`src/rtl/bounce_sound_if.sv`:
```
// Event/tone signal bundle between a game controller (master) and the
// bounce_sound buzzer driver (slave).
interface bounce_sound_if;
  logic       mute;
  logic [1:0] bounce;
  logic       buzzer;
  logic       busy;
  logic [1:0] tone_id;

  modport master (output mute, output bounce, input buzzer, input busy, input tone_id);
  modport slave  (input mute, input bounce, output buzzer, output busy, output tone_id);
endinterface

```
`src/rtl/bounce_sound.sv`:
```
// Piezo tone generator for wall/paddle/score bounces: TONE then silent GAP.
// Optional one-deep pending slot enabled by defining BOUNCE_SOUND_QUEUE_EN.
module bounce_sound #(
  parameter int WALL_HALF   = 6000,
  parameter int PADDLE_HALF = 3000,
  parameter int SCORE_HALF  = 12000,
  parameter int TONE_CYCLES = 1200000,
  parameter int GAP_CYCLES  = 120000
) (
  input  logic          clk,
  input  logic          reset,
  bounce_sound_if.slave bus
);

  localparam int DUR_MAX  = (2 * TONE_CYCLES > GAP_CYCLES) ? 2 * TONE_CYCLES : GAP_CYCLES;
  localparam int DUR_W    = $clog2(DUR_MAX + 1);
  localparam int HALF_MX1 = (WALL_HALF > PADDLE_HALF) ? WALL_HALF : PADDLE_HALF;
  localparam int HALF_MAX = (HALF_MX1 > SCORE_HALF) ? HALF_MX1 : SCORE_HALF;
  localparam int HALF_W   = $clog2(HALF_MAX + 1);

  typedef enum logic [1:0] {
    ST_IDLE = 2'd0,
    ST_TONE = 2'd1,
    ST_GAP  = 2'd2
  } state_t;

  function automatic logic [HALF_W-1:0] half_of(input logic [1:0] code);
    case (code)
      2'd1:    half_of = HALF_W'(WALL_HALF - 1);
      2'd2:    half_of = HALF_W'(PADDLE_HALF - 1);
      2'd3:    half_of = HALF_W'(SCORE_HALF - 1);
      default: half_of = {HALF_W{1'b0}};
    endcase
  endfunction

  function automatic logic [DUR_W-1:0] tone_len_of(input logic [1:0] code);
    case (code)
      2'd3:    tone_len_of = DUR_W'(2 * TONE_CYCLES - 1);
      default: tone_len_of = DUR_W'(TONE_CYCLES - 1);
    endcase
  endfunction

  state_t            state_q;
  logic [1:0]        bounce_q;
  logic [1:0]        tone_id_q;
  logic              busy_q;
  logic              buzzer_q;
  logic              phase_q;
  logic [HALF_W-1:0] half_q;
  logic [DUR_W-1:0]  dur_q;

  logic              event_s;
  logic [1:0]        start_code_d;
  logic              start_s;

`ifdef BOUNCE_SOUND_QUEUE_EN
  logic [1:0]        pend_q;
  logic              take_s;
  // Codes double as priorities, so an empty slot (0) loses to any event.
  always_comb begin
    take_s = event_s && (bus.bounce >= pend_q);
  end
`endif

  // Event detection and choice of the code that starts a tone this cycle.
  always_comb begin
    event_s      = (bus.bounce != 2'd0) && (bus.bounce != bounce_q);
    start_code_d = 2'd0;
    if (state_q == ST_IDLE) begin
      start_code_d = event_s ? bus.bounce : 2'd0;
    end else if ((state_q == ST_GAP) && (dur_q == {DUR_W{1'b0}})) begin
`ifdef BOUNCE_SOUND_QUEUE_EN
      start_code_d = take_s ? bus.bounce : pend_q;
`else
      start_code_d = 2'd0;
`endif
    end else begin
      start_code_d = 2'd0;
    end
    start_s = (start_code_d != 2'd0);
  end

  // Tone FSM; all outputs come straight from registers.
  always_ff @(posedge clk or negedge reset) begin
    if (!reset) begin
      state_q   <= ST_IDLE;
      bounce_q  <= 2'd0;
      tone_id_q <= 2'd0;
      busy_q    <= 1'b0;
      buzzer_q  <= 1'b0;
      phase_q   <= 1'b0;
      half_q    <= {HALF_W{1'b0}};
      dur_q     <= {DUR_W{1'b0}};
`ifdef BOUNCE_SOUND_QUEUE_EN
      pend_q    <= 2'd0;
`endif
    end else begin
      bounce_q <= bus.bounce;
      if (start_s) begin
        state_q   <= ST_TONE;
        tone_id_q <= start_code_d;
        busy_q    <= 1'b1;
        phase_q   <= 1'b1;
        buzzer_q  <= ~bus.mute;
        half_q    <= half_of(start_code_d);
        dur_q     <= tone_len_of(start_code_d);
`ifdef BOUNCE_SOUND_QUEUE_EN
        pend_q    <= 2'd0;
`endif
      end else begin
        case (state_q)
          ST_IDLE: begin
            state_q  <= ST_IDLE;
            busy_q   <= 1'b0;
            buzzer_q <= 1'b0;
          end
          ST_TONE: begin
            // Phase keeps counting while muted so unmuting stays in step.
            if (half_q == {HALF_W{1'b0}}) begin
              phase_q  <= ~phase_q;
              half_q   <= half_of(tone_id_q);
              buzzer_q <= ~phase_q & ~bus.mute;
            end else begin
              half_q   <= half_q - HALF_W'(1);
              buzzer_q <= phase_q & ~bus.mute;
            end
            if (dur_q == {DUR_W{1'b0}}) begin
              state_q  <= ST_GAP;
              dur_q    <= DUR_W'(GAP_CYCLES - 1);
              buzzer_q <= 1'b0;
            end else begin
              dur_q <= dur_q - DUR_W'(1);
            end
          end
          ST_GAP: begin
            buzzer_q <= 1'b0;
            if (dur_q == {DUR_W{1'b0}}) begin
              state_q   <= ST_IDLE;
              busy_q    <= 1'b0;
              tone_id_q <= 2'd0;
            end else begin
              dur_q <= dur_q - DUR_W'(1);
            end
          end
          default: begin
            state_q   <= ST_IDLE;
            busy_q    <= 1'b0;
            buzzer_q  <= 1'b0;
            tone_id_q <= 2'd0;
          end
        endcase
`ifdef BOUNCE_SOUND_QUEUE_EN
        if ((state_q != ST_IDLE) && take_s) begin
          pend_q <= bus.bounce;
        end else begin
          pend_q <= pend_q;
        end
`endif
      end
    end
  end

  assign bus.buzzer  = buzzer_q;
  assign bus.busy    = busy_q;
  assign bus.tone_id = tone_id_q;

endmodule

```
`src/flat_wrapper.sv`:
```
// flat-port wrapper written by rule: the top's interface ports become plain ports
module bounce_sound_flat 
#(
  parameter int WALL_HALF   = 6000,
  parameter int PADDLE_HALF = 3000,
  parameter int SCORE_HALF  = 12000,
  parameter int TONE_CYCLES = 1200000,
  parameter int GAP_CYCLES  = 120000
)
  (clk, reset, bus_mute, bus_bounce, bus_buzzer, bus_busy, bus_tone_id);
  bounce_sound_if bus_i ();
  input  logic clk;
  input  logic reset;
  input wire logic [$bits(bus_i.mute)-1:0] bus_mute;
  input wire logic [$bits(bus_i.bounce)-1:0] bus_bounce;
  output wire logic [$bits(bus_i.buzzer)-1:0] bus_buzzer;
  output wire logic [$bits(bus_i.busy)-1:0] bus_busy;
  output wire logic [$bits(bus_i.tone_id)-1:0] bus_tone_id;
  assign bus_i.mute = bus_mute;
  assign bus_i.bounce = bus_bounce;
  assign bus_buzzer = bus_i.buzzer;
  assign bus_busy = bus_i.busy;
  assign bus_tone_id = bus_i.tone_id;
  bounce_sound #(.WALL_HALF(WALL_HALF), .PADDLE_HALF(PADDLE_HALF), .SCORE_HALF(SCORE_HALF), .TONE_CYCLES(TONE_CYCLES), .GAP_CYCLES(GAP_CYCLES)) u_core (.clk(clk), .reset(reset), .bus(bus_i));
endmodule
```
`config.mk`:
```
export PLATFORM = sky130hd
export DESIGN_NAME = bounce_sound_flat
export DESIGN_NICKNAME = d
export VERILOG_FILES = /design/src/rtl/bounce_sound_if.sv /design/src/rtl/bounce_sound.sv /design/src/flat_wrapper.sv
export SDC_FILE = /design/constraint.sdc
export NUM_CORES = 1
export LEC_CHECK = 0
export ABC_CLOCK_PERIOD_IN_PS = 4300
export BUFFER_PORTS_ARGS = -buffer_cell sky130_fd_sc_hd__buf_2
export CAP_MARGIN = 20
export CORE_MARGIN = 2
export CORE_UTILIZATION = 50
export CTS_CLUSTER_DIAMETER = 100
export DETAILED_ROUTE_END_ITERATION = 16
export PLACE_DENSITY_LB_ADDON = 0.08
export SYNTH_ARGS = -nofsm -noshare
export SYNTH_HDL_FRONTEND = slang
export SYNTH_SLANG_ARGS = --single-unit
export TNS_END_PERCENT = 5
```
`constraint.sdc`:
```
create_clock -name clk -period 4.3 [get_ports clk]
set_clock_uncertainty 0.2 [all_clocks]
set_input_delay 1.29 -clock clk [delete_from_list [all_inputs] [get_ports clk]]
set_output_delay 1.29 -clock clk [all_outputs]
set_load 0.02 [all_outputs]
```
==> impl_metrics.env <==
export IMPL_slowest_delay_ns=0.49
export IMPL_cellPowerDensity_nw_per_um2=592
export IMPL_maxCapViolCount=0
export IMPL_fp_row_count=28
export IMPL_cp_start_kind="primary input"
export IMPL_cts_htree_levels=2
export IMPL_tritoncts="done"
export IMPL_cts_sinks=45
export IMPL_ys_warn_count=0
export IMPL_min_path_type="flip-flop to flip-flop"
export IMPL_grt_max_degree=46
export IMPL_io_pin_count=9
export IMPL_synthDominantCellAreaShare_pct=38.1
export IMPL_hold_violations=0
export IMPL_cts_buffers=5
export IMPL_min_period_ns=3.33
export IMPL_hold_slack_ns=0.315
export IMPL_drtIter0Drc=136
export IMPL_worstReg2RegStart="u_core.dur_q[0]$_DFFE_PN0P_"
export IMPL_vias=2623
export IMPL_clock_latency_ns=0.29
export IMPL_crit_path_start="bus_bounce[0]"
export IMPL_worst_ep_required_time_ns=4.29
export IMPL_n_fill_cell=552
export IMPL_core_um2=5820
export IMPL_dieArea_um2=6540
export IMPL_vias_per_cell=6.37
export IMPL_fin_setup_tns_ns=0
export IMPL_first_global_vias=2637
export IMPL_start_util_pct=50.8
export IMPL_route_detailed_drc=0
export IMPL_max_slew_margin_rel_pct=48.9
export IMPL_worstSetupEndpointType="flip-flop"
export IMPL_cts_root_buffer="clkbuf_8"
export IMPL_clk_pin_slew_ns=0.08
export IMPL_seqCellArea_um2=1130
export IMPL_clock_path_buffers=2
export IMPL_worst_pin_slew_ns=0.757
export IMPL_fin_crit_sh_pct=77.3
export IMPL_synthCells=331
export IMPL_drt_pass1_iter_count=4
export IMPL_rsz0062_at_grt="no"
export IMPL_p_leak_nw=1.25
export IMPL_gp_congestion=0.902
export IMPL_synth_top_cell_by_area="dfrtp_1"
export IMPL_die_height_um=80.9
export IMPL_max_freq_mhz=301
export IMPL_n_antenna_cell=0
export IMPL_synth_cell_type_count=62
export IMPL_ys_ff_latch=45
export IMPL_hold_buffers=0
export IMPL_dp_hpwl_um=5220
export IMPL_drive_gt1_share_pct=8.61
export IMPL_drt_wl_total_um=7210
export IMPL_cp_arrival_ns=3.31
export IMPL_cp_max_fo=35
export IMPL_avgSynthCellArea_um2=8.93
export IMPL_grt_usage_pct=24.4
export IMPL_cts_resized=0
export IMPL_r2r_slack_ns=1.26
export IMPL_antenna_found_initial=0
export IMPL_synthArstFlopShare_pct=100
export IMPL_critical_path_class="primary input to flip-flop"
export IMPL_synth_edf_count=0
export IMPL_netlist_area_um2=2960
export IMPL_cts_setup_buffers=0
export IMPL_netlist_top_cells_area="dfrtp_1 38%, ha_1 6.3%, nor2_1 3.7%"
export IMPL_multi_input_area_um2=1720
export IMPL_yosysSeqAreaShare_pct=38.1
export IMPL_yosysMostFrequentCell="dfrtp_1"
export IMPL_drtAntennaViolNets=0
export IMPL_slew_violations=0
export IMPL_ys_flop_type="dfrtp_1"
export IMPL_status="completed"
export IMPL_syn_nets=351
export IMPL_nets=357
export IMPL_path_cells="buf_2 > xnor2_1 > nand2_1 > nand3_1 > ha_1 > buf_4 > nand4_1 > o21ai_1 > nor4_1 > o21a_1"
export IMPL_wl_per_cell_um=17.5
export IMPL_cpMaxStageDelayCell="o21ai_1"
export IMPL_port_buffers=8
export IMPL_setup_violations=0
export IMPL_r2r_end="u_core.dur_q[15]$_DFFE_PN0P_"
export IMPL_die_w_um=80.9
export IMPL_syn2layout_area_growth_pct=7.02
export IMPL_synth_common_cells="45 x dfrtp_1, 29 x nor2_1, 26 x nand2_1"
export IMPL_r2r_cells=7
export IMPL_grt_pass1_wl_um=12400
export IMPL_peakVddDrop_mv=0.248
export IMPL_setup_worst_path_end="u_core.dur_q[13]$_DFFE_PN0P_"
export IMPL_grt_ovfl_total=0
[worst max-delay path: cells and delay by family]
kind,cells,cell delay (ns)
adder cells (fa/ha/maj),1,0.20
AO/OA/AOI/OAI,2,0.67
AND/OR/NAND/NOR,4,0.54
buffers and inverters,2,0.47
XOR/XNOR,1,0.14
[sequential cells by signal, summed over array words and instances, names as in the netlist]
signal              count
u_core.phase_q          1
u_core.bus.busy         1
u_core.bus.buzzer       1
u_core.bus.tone_id      2
u_core.dur_q           22
u_core.state_q          2
u_core.half_q          14
u_core.bounce_q         2
[report_power, final]
| group | total [W] | leakage (nW) | internal (W) | switching [W] |
|---|---|---|---|---|
| Sequential | 0.000707 | 0.527 | 0.000549 | 0.000158 |
| Clock | 0.000266 | 0.0443 | 0.000128 | 0.000138 |
| Combinational | 0.000902 | 0.674 | 0.000340 | 0.000562 |
[stage by stage]
step           area [um2]  utilization, %  setup slack (ns)  total power (W)  std cells
5_1_grt              3160            54.4             0.739          0.00205        412
3_5_place_dp         3060            52.6             0.640          0.00161        404
3_3_place_gp         3060            52.6             0.740          0.00160        404
2_1_floorplan        2960               -             0.995          0.00136        331
6_report             3160            54.4             0.975          0.00187        412
4_1_cts              3140            54.1             0.960          0.00188        411
[routing by layer]
layer  wire, um  vias up  global-route usage (%)
met3        226       11                    4.44
met5          0        -                       0
met2       3620       61                    42.7
met1       3240     1288                    29.9
li1           -     1263                       -
met4        112        0                    8.64
[layout make-up]
type | instances | share of cell area, %
clock buffer | 7 | 2.73
inverter | 16 | 1.90
multi-input combinational | 258 | 54.4
sequential | 45 | 35.6
tap | 75 | 2.97
timing repair buffer | 11 | 2.37
[layout by cell type, fill, tap and decap left out, types with 8 or more instances in the layout]
master	netlist	final
inv_1	16	16
a31oi_1	13	13
buf_2	2	8
nand2_1	26	26
o21ai_0	20	20
a21oi_1	18	18
nor2_1	29	29
or4_1	8	8
ha_1	15	15
nor4_1	11	11
dfrtp_1	45	45
nand3_1	10	10
nor3_1	13	13
[worst min path at each step]
stage / startpoint / endpoint / slack, ns / depth (start not counted)
3_3_place_gp: u_core.dur_q[12]$_DFFE_PN0P_ / u_core.dur_q[12]$_DFFE_PN0P_ / 0.31 / 1
2_1_floorplan: u_core.dur_q[12]$_DFFE_PN0P_ / u_core.dur_q[12]$_DFFE_PN0P_ / 0.27 / 1
3_5_place_dp: u_core.dur_q[0]$_DFFE_PN0P_ / u_core.dur_q[0]$_DFFE_PN0P_ / 0.31 / 1
4_1_cts: u_core.dur_q[0]$_DFFE_PN0P_ / u_core.dur_q[0]$_DFFE_PN0P_ / 0.32 / 1
6_report: u_core.dur_q[0]$_DFFE_PN0P_ / u_core.dur_q[0]$_DFFE_PN0P_ / 0.31 / 1
5_1_grt: u_core.dur_q[0]$_DFFE_PN0P_ / u_core.dur_q[0]$_DFFE_PN0P_ / 0.37 / 1
[cells by family after synthesis]
family	synth area share, %
flip-flops	38.1
buffers and inverters	3.64
AO/OA/AOI/OAI	20.7
adder cells (fa/ha/maj)	6.35
XOR/XNOR	2.96
AND/OR/NAND/NOR	27.2
multiplexers	1.06
Note: power is estimated with default switching activity, not from simulation.
